### src/rtl/pwm_setpoint_conditioner.sv
// pwm_setpoint_conditioner: turns a signed DSP sample or a manual bus code into the
// unsigned config word for the PWM DAC. It adds an offset with saturation and loads the
// output only on PWM metacycle sync pulses, so the modulation pattern never tears.
// Optional feature macro: PWM_COND_SLEW_EN limits the output step per metacycle to slew_i.
module pwm_setpoint_conditioner #(
    parameter int unsigned     DW         = 14,
    parameter int unsigned     CCW        = 24,
    parameter logic [CCW-1:0]  RESET_CODE = '0
) (
    input  logic           clk,
    input  logic           rstn,
    input  logic [DW-1:0]  dat_i,
    input  logic           dat_vld_i,
    input  logic           mode_i,
    input  logic [CCW-1:0] man_i,
    input  logic           man_we_i,
    input  logic [CCW:0]   offset_i,
    input  logic           freeze_i,
    input  logic [CCW-1:0] slew_i,
    input  logic           pwm_s_i,
    output logic [CCW-1:0] cfg_o,
    output logic           upd_o,
    output logic           sat_hi_o,
    output logic           sat_lo_o
);

    logic [DW-1:0]  u;
    logic [CCW-1:0] a_next;
    logic [CCW-1:0] s1_a;
    logic           s1_vld;
    logic [CCW+1:0] sum;
    logic [CCW-1:0] tgt_next;
    logic           hi_next;
    logic           lo_next;
    logic [CCW-1:0] target;
    logic [CCW-1:0] cfg_next;

    // Offset-binary conversion, left-justified into the config width.
    always_comb begin
        u      = {~dat_i[DW-1], dat_i[DW-2:0]};
        a_next = CCW'(u) << (CCW - DW);
    end

    // Stage-2 offset add and clamp to the unsigned config range.
    always_comb begin
        sum      = {2'b00, s1_a} + {offset_i[CCW], offset_i};
        tgt_next = sum[CCW-1:0];
        hi_next  = 1'b0;
        lo_next  = 1'b0;
        if (sum[CCW+1]) begin
            tgt_next = '0;
            lo_next  = 1'b1;
        end else if (sum[CCW]) begin
            tgt_next = '1;
            hi_next  = 1'b1;
        end
    end

`ifdef PWM_COND_SLEW_EN
    logic [CCW:0] diff;
    logic [CCW:0] mag;

    // Step toward target by at most slew_i; a short remaining distance lands exactly.
    always_comb begin
        diff     = {1'b0, target} - {1'b0, cfg_o};
        mag      = diff[CCW] ? (~diff + 1'b1) : diff;
        cfg_next = target;
        if ((slew_i != '0) && (mag > {1'b0, slew_i})) begin
            cfg_next = diff[CCW] ? (cfg_o - slew_i) : (cfg_o + slew_i);
        end
    end
`else
    logic unused_slew;
    assign unused_slew = ^slew_i;

    // Without slew limiting the output jumps straight to target.
    always_comb begin
        cfg_next = target;
    end
`endif

    // Sample pipeline and target register; manual mode flushes the pipeline.
    always_ff @(posedge clk) begin
        if (!rstn) begin
            s1_a     <= '0;
            s1_vld   <= 1'b0;
            target   <= RESET_CODE;
            sat_hi_o <= 1'b0;
            sat_lo_o <= 1'b0;
        end else if (mode_i) begin
            s1_vld <= 1'b0;
            if (man_we_i) begin
                target   <= man_i;
                sat_hi_o <= 1'b0;
                sat_lo_o <= 1'b0;
            end
        end else begin
            s1_vld <= dat_vld_i;
            if (dat_vld_i) begin
                s1_a <= a_next;
            end
            if (s1_vld) begin
                target   <= tgt_next;
                sat_hi_o <= hi_next;
                sat_lo_o <= lo_next;
            end
        end
    end

    // Output register, loaded only on an unfrozen sync pulse from the pre-edge target.
    always_ff @(posedge clk) begin
        if (!rstn) begin
            cfg_o <= RESET_CODE;
            upd_o <= 1'b0;
        end else if (pwm_s_i && !freeze_i) begin
            cfg_o <= cfg_next;
            upd_o <= (cfg_next != cfg_o);
        end else begin
            upd_o <= 1'b0;
        end
    end

endmodule

### config.mk
export PLATFORM = sky130hd
export DESIGN_NAME = pwm_setpoint_conditioner
export DESIGN_NICKNAME = d
export VERILOG_FILES = /design/src/rtl/pwm_setpoint_conditioner.sv
export SDC_FILE = /design/constraint.sdc
export NUM_CORES = 1
export LEC_CHECK = 0
export CORE_AREA = 2 2 101 103
export CTS_CLUSTER_SIZE = 24
export DETAILED_ROUTE_END_ITERATION = 16
export DIE_AREA = 0 0 103 105
export GPL_TIMING_DRIVEN = 0
export PLACE_DENSITY = 0.77
export SLEW_MARGIN = 20
export SYNTH_ARGS = -nofsm -noshare
export SYNTH_HDL_FRONTEND = slang
export SYNTH_SLANG_ARGS = --single-unit
### constraint.sdc
create_clock -name clk -period 5.3 [get_ports clk]
set_clock_uncertainty 0.2 [all_clocks]
set_input_delay 1.06 -clock clk [delete_from_list [all_inputs] [get_ports clk]]
set_output_delay 1.06 -clock clk [all_outputs]
set_load 0.1 [all_outputs]
### Word level (Yosys, flattened, before mapping)

Index checks and enable logic that the tools add are counted.

* output and inout port bits: 27
* logic and storage cells: 33
* bits in writable memories: 0
* ROM bits: 0
* memories kept: 0
* register bits: 66
* latch bits: 0

* equality and inequality tests: 2
* div/mod/pow operators: 0
* bitwise gates (word level): 3
* multiplexer cells: 13
* add/sub/neg operators: 1
* magnitude comparators: 0
* $mul: 0
* shifts and indexed selects: 0
* reduce and logical (&&, ||, !) cells: 7

Operators by type and width (count)
* $mux W24: 5
* $add A25 B25 Y26: 1
* $ne A24 B24 Y1: 1
* $mux W1: 8
* $reduce_and A2 Y1: 3
* $not A1 Y1: 3
* $ne A2 B1 Y1 const B: 1
* $reduce_bool A2 Y1: 1
* $reduce_or A2 Y1: 1
* $logic_and A1 B1 Y1: 1
* $logic_not A1 Y1: 1

### Depth between registers and ports, before layout

* depth after elaboration: 5
* gate-level depth with buffers: 10

### Worst setup path before layout

No wires, ideal clock.

* path type: input port to flip-flop
* start: in offset_i[10]
* end: reg target[17], in the netlist cfg_next[17]
* library setup time: 126 ps
* slack: 1953 ps
* data arrival time: 3021 ps
* stages: 9
* data required time: 4974 ps
* cell sequence: ha_1 > fa_1 > a21oi_1 > o211ai_1 > a21oi_2 > nor4bb_4 > a311oi_4 > o41ai_1 > a21oi_1

* cells in the longest elaborated chain, start to end: 5

RTL lines
* start: declaration: line 17 `input logic [CCW:0] offset_i,`
* $add A25 B25 Y26 (*): line 46 `sum = {2'b00, s1_a} + {offset_i[CCW], offset_i};`
* $mux W24: line 53 `end else if (sum[CCW]) begin`
* $mux W24 (*): line 50 `if (sum[CCW+1]) begin`
* $mux W24 (*): line 102 `if (s1_vld) begin`
* $mux W24 (*): line 90 `end else if (mode_i) begin`
* end signal: assignment: line 93 `target <= man_i;`
* end signal: assignment: line 103 `target <= tgt_next;`
* end: declaration: line 35 `logic [CCW-1:0] target;`

Every way passes the cells marked *; elsewhere a longest branch is shown, timed or not. The select of a mux whose other input is x is not followed.
A chain may end at the register's enable or synchronous reset.

### Final worst setup path

* start: in offset_i[10]
* end: reg target[20], in the netlist cfg_next[20]

Same word-level chain as after synthesis.

==> impl_results.rst <==
.. list-table::
   :header-rows: 1

   * - Metric
     - Value
   * - Critical-path maximum fanout
     - 5
   * - Type of the tightest min-delay check
     - reg2reg
   * - Avg Inst Size Synth
     - 8.47 µm²
   * - Leakage dissipation
     - 1.81 nW
   * - # setup viols final
     - 0
   * - Hold buffers post-CTS
     - 0
   * - Area added between synthesis and finish
     - 34.3%
   * - Outcome
     - complete, no violations
   * - Max transition margin
     - 32.0%
   * - CTS clk-pin slew, worst paths
     - 80 ps
   * - Critical path capture point type
     - register
   * - Via count of the first global-routing pass
     - 3397
   * - Top library cells by usage in the layout, fill and taps aside
     - sky130_fd_sc_hd__clkdlybuf4s50_1, sky130_fd_sc_hd__nand2_1, sky130_fd_sc_hd__dfxtp_1, sky130_fd_sc_hd__o21ai_0, sky130_fd_sc_hd__a21boi_0
   * - Number of synthesized flops with an enable pin
     - 0
   * - Estimated wirelength of the detail-placed design
     - 8.27 mm
   * - Largest cells by area after synthesis
     - sky130_fd_sc_hd__dfxtp_1, sky130_fd_sc_hd__nand2_1, sky130_fd_sc_hd__a21boi_0
   * - Post-synth cell types
     - 50
   * - Area after DPL
     - 4930 µm²
   * - Worst-skew pair later-pin latency
     - 350 ps
   * - Number of hold-slack violations in the final timing report
     - 0
   * - Gr usage total
     - 19.6%
   * - Post-synth ARST share
     - 0%
   * - Final worst path period share
     - 72.1%
   * - Total length of routed wires
     - 10.4 mm
   * - WL per Instance
     - 15.0 µm
   * - Die width
     - 103 µm
   * - Drt first pass iters
     - 5
   * - Slew Viols, Final
     - 0
   * - Measured slew at the worst slew-check pin
     - 1020 ps
   * - Register bit count reported by yosys
     - 66
   * - Via-per-instance ratio
     - 5.18
   * - Antenna violations before repair
     - 0
   * - Maximum capacitance violations
     - 0
   * - Time the final worst path needs with I/O delays and setup
     - 3820 ps
   * - Wire length of the first global-routing pass
     - 16.5 mm
   * - Number of placed I/O pins
     - 121
   * - TritonCTS buffer count
     - 9
   * - Most common library cell in the layout ignoring fill and taps
     - sky130_fd_sc_hd__clkdlybuf4s50_1
   * - Type of the worst setup path
     - in2reg
   * - Post-place setup slack
     - 1140 ps
   * - Die Y
     - 105 µm
   * - Number of standard cells after synthesis
     - 451
   * - Pin count of the biggest net entering global routing
     - 14
   * - Final TNS setup
     - 0 ps
   * - Startpoint Class
     - primary input
   * - Ant diodes
     - 0
   * - TritonCTS clock tree
     - built
   * - FP Rows
     - 36
   * - Fin area
     - 5130 µm²
   * - Layout filler cell count
     - 933
   * - Initial drt markers
     - 186
   * - Post-Syn Area
     - 3820 µm²
   * - Weighted congestion at the end of routability-driven global placement
     - 0.854
   * - Layout cell share with drive strength beyond 1
     - 13.4%
   * - Nets in the synthesized netlist
     - 560
   * - Synth Warn #
     - 0
   * - PwrDens
     - 256 nW/µm²
   * - Predominant post-synthesis flop cell
     - sky130_fd_sc_hd__dfxtp_1
   * - Clk sinks
     - 66
   * - Longest Clk Path Bufs
     - 2
   * - CTS Root Buffer Type
     - sky130_fd_sc_hd__clkbuf_8
   * - CORE AREA
     - 9640 µm²
   * - Effective utilization at floorplan
     - 39.6%
   * - Number of gates given a new drive strength after cts
     - 0
   * - DRC violation count after routing
     - 0
   * - Post-synthesis sequential area ratio
     - 34.6%
   * - Number of H-tree branching levels
     - 3
   * - Most area-hungry cell type in the Yosys netlist
     - sky130_fd_sc_hd__dfxtp_1
   * - Remaining antenna violation count
     - 0
   * - Overflow after GRT
     - 0
   * - Worst IR drop on VDD
     - 0.000116 V
   * - Final net count
     - 665
   * - Core occupancy in the finished layout
     - 53.2%
   * - Setup fix buffers added after clock tree synthesis
     - 0
   * - Area share of the leading cell type in the synthesized netlist
     - 34.6%
   * - Area of the die
     - 10800 µm²
   * - Min Hold Slack
     - 274 ps
   * - Data required time of the worst path
     - 5320 ps
   * - Data arrival time of the critical path
     - 3840 ps
   * - Top achievable clock speed
     - 262 MHz
   * - RSZ-0062 raised after global routing
     - false
   * - Number of buffer cells added on primary ports
     - 94
   * - Slack of the critical path
     - 1480 ps
   * - Overall via count from detail_route
     - 3593
per-layer routing:
| metal | wire [µm] | part of all wire, % | global-route usage, % |
|---|---|---|---|
| met4 | 236 | 2.3 | 7.52 |
| met2 | 5030 | 48 | 32.1 |
| met1 | 4600 | 44 | 25.5 |
| met3 | 565 | 5.4 | 2.94 |
| met5 | 0 | 0 | 0 |
state kept, by name, summed over array words and instances (netlist names):
register	flops
sat_hi_o	1
upd_o	1
s1_vld	1
sat_lo_o	1
s1_a	14
cfg_next	24
cfg_o	24
cell families (layout without fill, tap and decap cells):
family | Yosys count | in the layout | share of synthesized area [%]
AO/OA/AOI/OAI | 170 | 170 | 31.8
XOR/XNOR | 34 | 34 | 7.80
adder cells (fa/ha/maj) | 15 | 15 | 5.11
buffers and inverters | 35 | 145 | 4.65
flip-flops | 66 | 66 | 34.6
multiplexers | 1 | 1 | 0.295
AND/OR/NAND/NOR | 130 | 130 | 15.7
Yosys cell counts, types with 2 or more instances:
master and n:
sky130_fd_sc_hd__o21ai_2 21, sky130_fd_sc_hd__nand3_1 8, sky130_fd_sc_hd__ha_1 14, sky130_fd_sc_hd__dfxtp_1 66
sky130_fd_sc_hd__inv_1 3, sky130_fd_sc_hd__o211ai_1 2, sky130_fd_sc_hd__buf_2 3, sky130_fd_sc_hd__nor2_1 8
sky130_fd_sc_hd__o211a_1 2, sky130_fd_sc_hd__xor2_1 12, sky130_fd_sc_hd__a31oi_1 2, sky130_fd_sc_hd__clkbuf_1 22
sky130_fd_sc_hd__or2_1 2, sky130_fd_sc_hd__nand3b_1 2, sky130_fd_sc_hd__nor2b_1 4, sky130_fd_sc_hd__nand4_1 5
sky130_fd_sc_hd__a211oi_1 4, sky130_fd_sc_hd__a311o_1 2, sky130_fd_sc_hd__nor4_1 4, sky130_fd_sc_hd__a21boi_0 38
sky130_fd_sc_hd__xnor2_1 22, sky130_fd_sc_hd__nand2_1 86, sky130_fd_sc_hd__a21oi_1 14, sky130_fd_sc_hd__a21oi_2 22
sky130_fd_sc_hd__buf_6 5, sky130_fd_sc_hd__nand2b_1 4, sky130_fd_sc_hd__o21ai_0 51
final timing paths:
path	start	end	slack (ps)	cells past startpoint
max reg2reg	s1_a[10]	cfg_next[20]	2300	9
min reg2reg	s1_a[16]	s1_a[16]	270	2
max	offset_i[10]	cfg_next[20]	1480	10
min	s1_a[16]	s1_a[16]	270	2
stage by stage:
stage,power (mW),std cells
after floorplan,0.767,451
after global placement,0.873,678
after detailed placement,0.879,678
after CTS,1.31,694
after global routing,1.37,694
final,1.31,694
final cells by class:
class	count	area, µm²	area share [%]
multi-input cells	350	2320	45.2
flip-flops and latches	66	1320	25.8
repair buffers	94	941	18.3
plain buffers	32	166	3.24
well taps	133	166	3.24
clock buffers	9	124	2.42
clock inverters	7	78.8	1.54
inverters	3	11.3	0.220
power by group:
group	leakage (nW)	switching [mW]	internal, mW
logic	1.17	0.182	0.140
registers	0.540	0.0249	0.522
clock network	0.0973	0.221	0.221
total	1.81	0.428	0.883
critical path: stages:
cell and delay [ps]:
sky130_fd_sc_hd__clkdlybuf4s50_1 420, sky130_fd_sc_hd__ha_1 230, sky130_fd_sc_hd__fa_1 410, sky130_fd_sc_hd__a21oi_1 300, sky130_fd_sc_hd__o211ai_1 140, sky130_fd_sc_hd__a21oi_2 190, sky130_fd_sc_hd__nor4bb_4 400, sky130_fd_sc_hd__a311oi_4 110
sky130_fd_sc_hd__a2111oi_0 490, sky130_fd_sc_hd__a211oi_1 90
No activity file was read; power rests on OpenSTA's default activity.
